### src/rtl/arb_pkg.sv
// Helpers shared by the arbiter family: constant-width log2 and one-hot decode.
package arb_pkg;

  function automatic int clog2(input int v);
    int r;
    r = 0;
    for (int i = 0; i < 31; i++) begin
      if ((1 << i) < v) r = i + 1;
    end
    return r;
  endfunction

  // Index of the set bit; 0 for an all-zero vector. Vectors up to 64 bits.
  function automatic int onehot_to_idx(input logic [63:0] oh);
    int r;
    r = 0;
    for (int i = 0; i < 64; i++) begin
      if (oh[i]) r = i;
    end
    return r;
  endfunction

endpackage

### src/rtl/rr_pick_n.sv
// Round-robin pick: first requester after ptr, wrapping mod N, found by
// scanning a doubled request vector with the bits at or below ptr masked off.
module rr_pick_n import arb_pkg::*; #(
  parameter int N   = 6,
  parameter int IDW = clog2(N)
) (
  input  logic [N-1:0]   req,
  input  logic [IDW-1:0] ptr,
  output logic [N-1:0]   pick,
  output logic [IDW-1:0] pick_id
);

  logic [2*N-1:0] masked;

  genvar gi;
  generate
    for (gi = 0; gi < 2 * N; gi++) begin : g_mask
      if (gi < N) begin : g_lo
        assign masked[gi] = req[gi] & (gi > int'(ptr));
      end else begin : g_hi
        assign masked[gi] = req[gi-N];
      end
    end
  endgenerate

  always_comb begin
    logic found;
    found   = 1'b0;
    pick    = '0;
    pick_id = '0;
    for (int i = 0; i < 2 * N; i++) begin
      if (!found && masked[i]) begin
        found         = 1'b1;
        pick[i % N]   = 1'b1;
        pick_id       = IDW'(i % N);
      end
    end
  end

endmodule

### src/rtl/arb_rr_hold_n.sv
// N-way round-robin arbiter with grant hold, bounded hold length and a
// priority pointer that survives idle cycles.
module arb_rr_hold_n import arb_pkg::*; #(
  parameter int N        = 6,
  parameter int MAX_HOLD = 16,
  parameter int IDW      = clog2(N)
) (
  input  logic           CLK,
  input  logic           rst,
  input  logic [N-1:0]   req,
  input  logic [N-1:0]   hold,
  output logic [N-1:0]   gnt,
  output logic           gnt_valid,
  output logic [IDW-1:0] gnt_id,
  output logic [N-1:0]   last_gnt,
  output logic           hold_expired
);

  localparam int HCW = (MAX_HOLD == 0) ? 1 : clog2(MAX_HOLD + 1);
  localparam logic [HCW-1:0] MAX_HOLD_W = HCW'(MAX_HOLD);
  localparam logic [IDW-1:0] PTR_RST    = IDW'(N - 1);

  logic [IDW-1:0] ptr_reg;
  logic [HCW-1:0] hold_cnt_reg;
  logic [N-1:0]   pick;
  logic [IDW-1:0] pick_id;
  logic           held;
  logic           limit_ok;
  logic           hold_ok;

  rr_pick_n #(.N(N), .IDW(IDW)) u_pick (
    .req     (req),
    .ptr     (ptr_reg),
    .pick    (pick),
    .pick_id (pick_id)
  );

  // last_gnt is one-hot or zero, so this is the holder asking to keep it.
  assign held     = |(last_gnt & hold);
  assign limit_ok = (MAX_HOLD == 0) || (hold_cnt_reg < MAX_HOLD_W);
  assign hold_ok  = held && limit_ok;

  assign hold_expired = held && (MAX_HOLD != 0) && (hold_cnt_reg == MAX_HOLD_W);
  assign gnt          = hold_ok ? last_gnt : pick;
  assign gnt_valid    = |gnt;
  assign gnt_id       = hold_ok ? IDW'(onehot_to_idx(64'(last_gnt))) : pick_id;

  always_ff @(posedge CLK) begin
    if (rst) begin
      last_gnt     <= '0;
      ptr_reg      <= PTR_RST;
      hold_cnt_reg <= '0;
    end else begin
      last_gnt <= gnt;
      if (hold_ok) begin
        if (MAX_HOLD != 0 && hold_cnt_reg < MAX_HOLD_W)
          hold_cnt_reg <= hold_cnt_reg + 1'b1;
      end else begin
        hold_cnt_reg <= '0;
        if (|pick) ptr_reg <= pick_id;
      end
    end
  end

endmodule

### config.mk
export PLATFORM = sky130hd
export DESIGN_NAME = arb_rr_hold_n
export DESIGN_NICKNAME = d
export VERILOG_FILES = /design/src/rtl/arb_pkg.sv /design/src/rtl/rr_pick_n.sv /design/src/rtl/arb_rr_hold_n.sv
export SDC_FILE = /design/constraint.sdc
export NUM_CORES = 1
export LEC_CHECK = 0
export BUFFER_PORTS_ARGS = -buffer_cell sky130_fd_sc_hd__clkbuf_2
export CORE_ASPECT_RATIO = 0.75
export CORE_MARGIN = 2
export CORE_UTILIZATION = 30
export DETAILED_ROUTE_END_ITERATION = 10
export GPL_TIMING_DRIVEN = 0
export SETUP_SLACK_MARGIN = 0.1
export SYNTH_ARGS = -nofsm -noshare
export SYNTH_HDL_FRONTEND = slang
export SYNTH_SLANG_ARGS = --single-unit
### constraint.sdc
create_clock -name CLK -period 2 [get_ports CLK]
set_input_delay 0.2 -clock CLK [delete_from_list [all_inputs] [get_ports CLK]]
set_output_delay 0.2 -clock CLK [all_outputs]
set_load 0.01 [all_outputs]
==> results, run 1 <==
- The flow ran to the end, but the final reports show violations.
- The final reports fail on negative setup slack.
- The final clock period utilization by the worst path is 102.8%.
- The fraction of registers with async set or reset after synthesis is 0%.
- The initial core utilization is between 30% and 40%.
- The cell area after synthesis is 0.001010 mm².
- In this run the power density over the cells is roughly 1700 mW/mm².
- Data on the critical path is required at its endpoint by approximately 1.8 ns.
- In the post-synthesis netlist, the biggest area contributors are sky130_fd_sc_hd__dfxtp_1 (28%), sky130_fd_sc_hd__nor2_1 (5.9%), sky130_fd_sc_hd__nor2b_1 (5.0%).
- The total of hold buffers inserted after clock tree synthesis is 0.
- In this run the worst path has a maximum fanout of 6.
- At the worst endpoint, the arrival time is 1.86 ns.
- The net count after synthesis is roughly 140.
- The global router's overall resource usage is between 10% and 20%.
- No sink is reached through more buffers than the 2 on the longest clock path.
- The worst flop-to-flop path startpoint is ptr_reg[1].
- The filler cells instantiated in the layout total 303.
- The total number of yosys warnings is 0.
- In this run, synthesis inferred 0 flip-flops with an integrated enable.
- The fraction of layout instances using a drive strength above 1 is a little over half.
- The die boundary height is 54.24 µm.
- The hold violation count in the final report is 0.
- The total length of routed met3 wires is approximately 180 µm.
- The number of antenna violations at the first check in global routing is 0.
- CTS saw 14 sinks.
- In this run the count of I/O pins placed on the die edge is 31.
- From synthesis to final layout, the design area changed by 57.13%.
- Detailed routing inserted a total of 1182 vias.
- Clock latency on the worst-skew pair, taken at its later pin, is 0.25 ns.
- After clock tree synthesis, the clock-pin slew on the worst setup and hold paths is 0.06 ns.
- The minimum period implied by the final worst setup slack is roughly 2.1 ns.
- The per-cell via count in the routed design is ~5.5.
- The maximum number of pins on one net before global-route repair is 11.
- The final weighted congestion of routability-driven global placement is about 0.9.
- The post-layout worst setup margin is -0.05687 ns.
- The adder and majority cell fraction of the synthesized area is 2.478%.
- The peak clock frequency supported by timing is slightly below 0.5 GHz.
- In this run the tool buffered the top-level ports with 29 buffer cells.
- At the placement stage, the worst setup path has a slack of -0.02061 ns.
- The synthesized netlist devotes 30.36% of its cell area to compound gates.
- The cell type contributing the most total cell area after synthesis is sky130_fd_sc_hd__dfxtp_1.
- The register with the most flip-flops in the layout has 6 of them.
- After synthesis, the largest family of logic cells by area is simple AND/OR/NAND/NOR gates.
- Setup repair after global routing could not meet its margin everywhere.
- The top flip-flop cell by instance count after synthesis is sky130_fd_sc_hd__dfxtp_1.
- The detailed router's first-iteration violation count is 84.
- The worst clock skew is roughly 0.0041 ns.
- The reg-to-reg endpoint is ptr_reg[1].
- The worst hold path belongs to the class input pin to flop.
- In this run the tightest slew margin relative to its limit is 69.49%.
- The total grt overflow is 0.
- The total power draw is between 2 and 3 mW.
- The floorplan step defined a die boundary enclosing roughly 0.0039 mm².
- The via count of the first global-routing pass is between 1000 and 1500.
- The setup slack of the worst register-to-register path is about 0.15 ns.
- The synthesized netlist devotes between 30% and 40% of its cell area to simple gates.
- Tracing the worst setup path back leads to its startpoint at last_gnt[5].
- The number of CTS-inserted buffers is 3.
- The pre-antenna-repair detailed-routing pass consisted of 4 iterations.
- Summed over all nets, wire length on met2 after detailed routing comes to 1670 µm.
- The post-route met1 wirelength is 1536 µm.
- Counting cells, the worst reg-to-reg path comes to 8.
- Across the run, the number of max-cap violations was 0.
- TritonCTS built the clock tree.
- CTS built an H-tree with a depth of 1.
- Counting flops and latches in the post-synthesis netlist gives 14.
- The x dimension of the die is 70.99 µm.
- The kind of capture point of the worst setup path is a primary output.
- The number of cells after detailed placement is between 150 and 200.
- The part of the Yosys area used for sequential elements is between 20% and 30%.
- After detailed routing, the average wire length per cell comes to 15.94 µm.
- The count of cell types in the netlist is a little under 50.
- The mean instance size in the synthesized netlist is 8.078 µm².
- Measured against the total synthesized area, the mux share comes to 0%.
- The first-pass GRT wire length is between 5000 and 6000 µm.
- The area fraction of the dominant cell type after synthesis is around 28%.
- The core area is 0.003243 mm².
- With fillers left out, the area of the finished cells amounts to around 0.0016 mm².
- The HPWL after detailed placement is ~2200 µm.
- Summing the areas of all xor and xnor instances in the mapped netlist gives 1.735% of the synthesized area.
- The number of max-slew violations in the final report was 0.
- For this design the static power due to leakage is around 0.67 nW.
- The number of nets in the layout is ~190.
- The total cell area at the placement stage is 0.001205 mm².
- After detailed routing, the number of remaining DRC violations is 0.
- The type of the worst setup path is flop to primary output.
- The antenna diode count is 0.
- STA classifies the critical path startpoint as a flop.
- The critical path ends at gnt_valid.
- The number of nets with antenna violations after routing is 0.
- The post-detailed-routing wire length is between 3000 and 4000 µm.
- IR analysis of the VDD net gives a maximum drop of around 0.75 mV.
- The highest routed metal layer is met4.
- The final cell count without fillers is about 220.
- Setup violations remaining at the end of the flow were counted as 3.
- At the pin with the least slew margin, the transition time is 0.4576 ns.
- The cell count after synthesis came out at ~130.
- The floorplan row count is 18.
- In this run the clock root is driven by a sky130_fd_sc_hd__clkbuf_8.
## per-stage QoR
stage / hold WS (ns) / setup TNS [ns] / util [%]
global placement: 0.4275 / -0.01712 / 37.15
finish: 0.1752 / -0.1377 / 48.92
global route: 0.1848 / -0.5262 / 48.92
CTS: 0.1774 / 0 / 45.14
detailed placement: 0.4456 / -0.02061 / 37.15
floorplan: 0.2716 / 0 / -
## worst min path at each step
stage	slack, ns	cells past startpoint	start	to
after global placement	0.43	2	rst	last_gnt[0]
final	0.18	2	rst	last_gnt[3]
after detailed placement	0.45	2	rst	last_gnt[3]
after CTS	0.18	2	rst	last_gnt[3]
after floorplan	0.27	1	rst	last_gnt[0]
after global routing	0.18	2	rst	last_gnt[3]
## per-layer routing
metal  track usage [%]  up-vias
met4             4.403        0
met5                 0        -
met2             30.06       43
met3             4.236        5
met1             20.36      566
li1                  -      568
## power breakdown
part / internal (mW) / switching (mW) / total (mW)
registers: 0.379 / 0.129 / 0.509
clock network: 0.175 / 0.105 / 0.280
logic: 0.926 / 0.941 / 1.87
## timing repair
| item | in CTS | in global routing |
|---|---|---|
| hold endpoints to repair | 0 | 0 |
| cloned | 1 | 0 |
| endpoints found under the setup margin | 9 | 10 |
| gates resized for setup | 31 | 23 |
| pin swaps | 13 | 12 |
| buffers inserted | 11 | 6 |
## cell usage in the layout, fill, tap and decap left out, types with 5 or more instances in the layout
cell type and instances:
sky130_fd_sc_hd__nor2b_1 7, sky130_fd_sc_hd__a21oi_1 5, sky130_fd_sc_hd__buf_4 15, sky130_fd_sc_hd__clkbuf_8 5, sky130_fd_sc_hd__dfxtp_1 7, sky130_fd_sc_hd__buf_6 6
sky130_fd_sc_hd__clkbuf_2 22, sky130_fd_sc_hd__a22oi_2 5, sky130_fd_sc_hd__buf_2 5, sky130_fd_sc_hd__nor2_1 14
## synthesized netlist by cell type, drive strengths merged, types with 3 or more instances
master,count
nor2,16
dfxtp,14
a21oi,8
nor2b,8
nand2,6
a22oi,5
a31oi,5
inv,5
o21ai,5
nand4,4
nor3,4
a211o,3
and3,3
clkbuf,3
nand3,3
## final cells by class
cell class	instances	area, µm²	share of cell area, %
multi-input cells	102	829.5	52.29
flip-flops and latches	14	296.5	18.69
repair buffers	47	304.0	19.16
inverters	5	18.77	1.183
well taps	40	50.05	3.155
plain buffers	4	32.53	2.050
clock buffers	4	55.05	3.470
## critical path: stages, from the launching register on
cell                       delay [ns]
sky130_fd_sc_hd__dfxtp_2         0.36
sky130_fd_sc_hd__a22oi_2         0.29
sky130_fd_sc_hd__a31oi_4         0.20
sky130_fd_sc_hd__and2_4          0.19
sky130_fd_sc_hd__a41o_1          0.21
sky130_fd_sc_hd__nor2_1          0.10
sky130_fd_sc_hd__nand4_1         0.11
sky130_fd_sc_hd__clkbuf_2        0.15
## kinds of logic (layout without fill, tap and decap cells)
group | count (synthesis) | after routing
adders and majority gates | 2 | 2
buffers and inverters | 9 | 60
and+or+nand+nor | 59 | 59
AOI/OAI and AO/OA | 39 | 39
xor gates and xnor gates | 2 | 2
DFF | 14 | 14
Power figures use the tool's default switching activity.
==> inputs of run 2 (changes only) <==
CORE_ASPECT_RATIO = 1.4   (was 0.75)
SYNTH_HIERARCHICAL = 1   (was unset)
==> run 2 against run 1 <==
Against the previous run: the run still ends with negative setup slack left; clock power is 4% lower; clock skew is 0.0029 ns lower; register-to-register slack worse by 0.40 ns; critical endpoint unchanged; largest power group unchanged; power is 33% lower; routed wire length is 20% lower; critical path depth is 2 higher; sequential cell count stayed put; first-iteration DRC count is 70% lower; worst hold slack better by 0.023 ns; via count is 11% lower.
==> results, run 2 <==
- 31 I/O pins were placed.
- The number of flops mapped to enable cells by yosys is 0.
- The slew at the pin closest to its max-slew limit is approximately 0.59 ns.
- The floorplan step set the die width to ~55 µm.
- Timing analysis after detailed placement gives a worst setup slack of -0.2798 ns.
- Detailed placement finished with a half-perimeter wire length of 2128 µm.
- The top flip-flop cell by instance count after synthesis is sky130_fd_sc_hd__dfxtp_1.
- The first global-routing pass estimated between 4000 and 5000 µm of wire.
- The count of cell types in the netlist is 49.
- Power spread over the standard cell area amounts to approximately 1200 mW/mm².
- The required time of the critical path is 1.80 ns.
- For this run, the top clock speed supported by timing is a little over 0.4 GHz.
- VDD sags by at most approximately 0.85 mV.
- The clock tree from TritonCTS is yes.
- For the worst setup path, the data arrival time is 2.26 ns.
- The total overflow left after global routing is 0.
- The hold violation count in the final report came to 0.
- For this run, the number of Yosys warnings is 6.
- The launching element type of the critical path is a flop.
- The cell type contributing the most total cell area after synthesis is sky130_fd_sc_hd__dfxtp_1.
- Across the routed clock network, the largest skew measured is between 0.001 and 0.0015 ns.
- The maximum clock path buffer count is 2.
- The maximum number of pins on one net before global-route repair is 11.
- Setup repair after global routing could not meet its margin everywhere.
- The later pin in the worst-skew pair is clocked with a latency of 0.24 ns.
- The floorplan row count is 25.
- The cell area that synthesis handed to floorplanning was between 0.001 and 0.0015 mm².
- The register cell area after layout is 287.8 µm².
- The number of remaining DRC errors is 0.
- The xor and xnor area share after synthesis is around 1.6%.
- Of the total synthesized cell area, the portion taken by full adders, half adders and majority gates is under 10%.
- The signal on the critical path passes through buf_6 > o21ba_4 > nor2_4 > o2111ai_4 > o32ai_2 > or4_4 > nor3_4 > nand2_1 > clkbuf_2.
- The detailed router's first-iteration violation count is 25.
- The via count of the first global-routing pass is approximately 1000.
- The post-layout worst setup margin is -0.4552 ns.
- The area of the die is between 0.004 and 0.005 mm².
- In the post-synthesis netlist, the cell with the most instances is sky130_fd_sc_hd__dfxtp_1.
- At the end of routability-driven placement, the weighted congestion stood at ~0.73.
- By count the netlist is led by sky130_fd_sc_hd__dfxtp_1 (14), sky130_fd_sc_hd__nor2_1 (13), sky130_fd_sc_hd__nand2_1 (11).
- Counting every instance in the synthesized netlist gives between 100 and 150.
- The number of max-slew violations in the final report came to 0.
- In the synthesized netlist, mux cells make up around 9% of the area.
- The part of the Yosys area used for sequential elements is 25.93%.
- After layout, the worst path uses 122.8% of the clock period.
- Across the run, the number of max-cap violations was 0.
- On the critical path the largest part of the delay comes from simple AND/OR/NAND/NOR gates.
- The basic-gate share of the synthesized area counting and, or, nand and nor cells is a little under a third.
- The initial utilization of the core area, before any placement, comes to a little under a third.
- The final reports fail on negative setup slack.
- The number of stages on the worst setup path is 9.
- After floorplanning, the core was sized to cover ~0.0034 mm².
- The number of antenna violations at the first check in global routing is 0.
- The antenna diode count is 0.
- In the final layout, the multi-input gates occupy just under 800 µm².
- The clock-pin slew on the worst setup and hold paths is roughly 0.060 ns.
- Buffers inserted during clock tree synthesis total 3.
- The endpoint identified for the worst register-to-register timing path is ptr_reg[0].
- The total of flip-flops plus latches after synthesis is 14.
- The dominant combinational cell family by area after synthesis is simple AND/OR/NAND/NOR gates.
- The per-cell via count in the routed design is between 5 and 6.
- The delay contributed by the slowest stage of the critical path is between 0.5 and 0.6 ns.
- The library cell used most frequently in the layout, excluding fill and tap cells, is sky130_fd_sc_hd__clkbuf_2.
- Once layout is complete, the utilization of the core stands at between 40% and 50%.
- The worst register-to-register path begins at ptr_reg[1].
- After detailed routing, the average wire length per cell comes to approximately 13 µm.
- The average instance in the mapped netlist occupies between 8 and 9 µm².
- The flow ran to the end, but the final reports show violations.
- The number of optimization iterations in the first detailed-route pass is 4.
- In this run the register-to-register setup slack is -0.25 ns.
- The tree built by TritonCTS fans out to 14 sinks.
- The post-detailed-routing wire length is between 2000 and 3000 µm.
- The top cell type by area accounts for between 20% and 30% of the synthesized area.
- The routed layout has 1056 vias.
- Setup violations remaining at the end of the flow were counted as 5.
- Global routing used around 14% of the available tracks.
- The tightest hold margin is approximately 0.20 ns.
- The count of nets left with antenna violations once routing finished came out at 0.
- The flip-flop count of the largest register after layout is 6.
- The count of buffers added on input and output ports is 29.
- Tracing the worst setup path back leads to its startpoint at ptr_reg[1].
- The die boundary height is ~75 µm.
- The area growth from synthesis to layout is 36.23%.
- The kind of capture point of the worst setup path is a primary output.
- Summing the areas of all compound-gate instances in the mapped netlist gives ~24% of the synthesized area.
- CTS placed an instance of sky130_fd_sc_hd__clkbuf_8 at the clock tree root.
- The slowest stage of the critical path belongs to the cell sky130_fd_sc_hd__or4_4.
- The number of cells after detailed placement is 195.
- The number of nets in the layout is 183.
- Counting I/O delays and the setup requirement, the final critical path takes 2.455 ns.
- The endpoint of the worst setup timing path is gnt_valid.
- Cells with a size suffix above 1 make up about half of the layout.
- The critical path is of the flop to primary output type.
- Synthesis produced a netlist with a net count of 142.
- In the layout the commonest cells are sky130_fd_sc_hd__clkbuf_2 (27), sky130_fd_sc_hd__nor2_1 (12), sky130_fd_sc_hd__nand2_1 (10).
- The max-slew headroom at the worst pin is between 60% and 70%.
- The number of cells on the worst reg-to-reg path is 10.
- The number of inserted filler cells in the final layout is 350.
- By area the synthesized netlist is led by sky130_fd_sc_hd__dfxtp_1 (26%), sky130_fd_sc_hd__nor2b_1 (4.6%), sky130_fd_sc_hd__nor2_1 (4.5%).
- The worst hold path belongs to the class input pin to flop.
- In the synthesized netlist the async set-or-reset flop fraction comes to 0%.
- CTS built an H-tree with a depth of 1.
- The final cell count without fillers is slightly above 200.
- After layout, the design draws a total of approximately 1.8 mW.
- The biggest fanout along the worst timing path is 5.
- The number of buffers and inverters on the critical path is 2.
- The static power due to leakage is a little over 0.6 nW.
[run 2: cell types whose count changed in the layout (fill, tap and decap cells not counted), sizes merged, moves of 3 or more]
cell,delta
a211o,-3
a31oi,-4
buf,-13
clkbuf,+3
mux2,+6
nand2,+5
nand4,-4
nor2b,+3
o21ai,+4
[run 2: cell families after synthesis]
| family | after synthesis |
|---|---|
| AOI/OAI and AO/OA | 32 |
| xor gates and xnor gates | 2 |
| adders and majority gates | 2 |
| buffers and inverters | 11 |
| DFF | 14 |
| muxes | 8 |
| and+or+nand+nor | 57 |
[run 2: worst register-to-register path, delay by kind of cell, from the launching register on]
family                 cells  cell delay [ns]
buffers and inverters      2             0.27
AO/OA/AOI/OAI              3             0.62
multiplexers               1             0.14
flip-flops                 1             0.32
AND/OR/NAND/NOR            4             0.81
[run 2: worst min-delay path by stage]
| stage | endpoint | cells after the start | from | slack, ns |
|---|---|---|---|---|
| finish | last_gnt[3] | 2 | rst | 0.20 |
| global placement | last_gnt[0] | 2 | rst | 0.45 |
| global route | last_gnt[3] | 2 | rst | 0.21 |
| CTS | last_gnt[1] | 2 | rst | 0.20 |
| floorplan | last_gnt[0] | 1 | rst | 0.27 |
| detailed placement | last_gnt[1] | 2 | rst | 0.46 |
[run 2: cell type report]
type                            count  area share, %
Timing Repair Buffer               36          14.70
Tap cell                           40          3.398
Sequential cell                    14          19.54
Clock buffer                        4          3.738
Inverter                            6          1.529
Buffer                              5          3.314
Multi-Input combinational cell    101          53.78
[run 2: timing repair]
action                     CTS  global route
buffers inserted             3             4
setup endpoints to repair   10            12
cloned                       0             0
gates resized for setup     13            12
pin swaps                    2            10
hold buffers                 0             0
[run 2: power by group]
group          total (mW)  switching [mW]  internal (mW)
registers           0.399          0.0598          0.339
logic                1.10           0.549          0.552
clock network       0.270          0.0962          0.174
[run 2: per-stage QoR]
stage | setup TNS (ns) | area (µm²)
floorplan | -0.08127 | 1081
global placement | -0.8883 | 1276
detailed placement | -0.9571 | 1276
CTS | -1.153 | 1395
global route | -1.538 | 1473
finish | -1.191 | 1473
[run 2: metal layers]
layer  wire length (µm)  vias to the layer above  global-route usage (%)  part of all wire [%]
met5                  0                        -                       0                     0
met4                  6                        0                   3.333                  0.22
met3                158                        2                   2.183                   5.7
met2               1446                       31                   25.13                    52
met1               1149                      490                   16.83                    42
li1                   -                      533                       -                     -
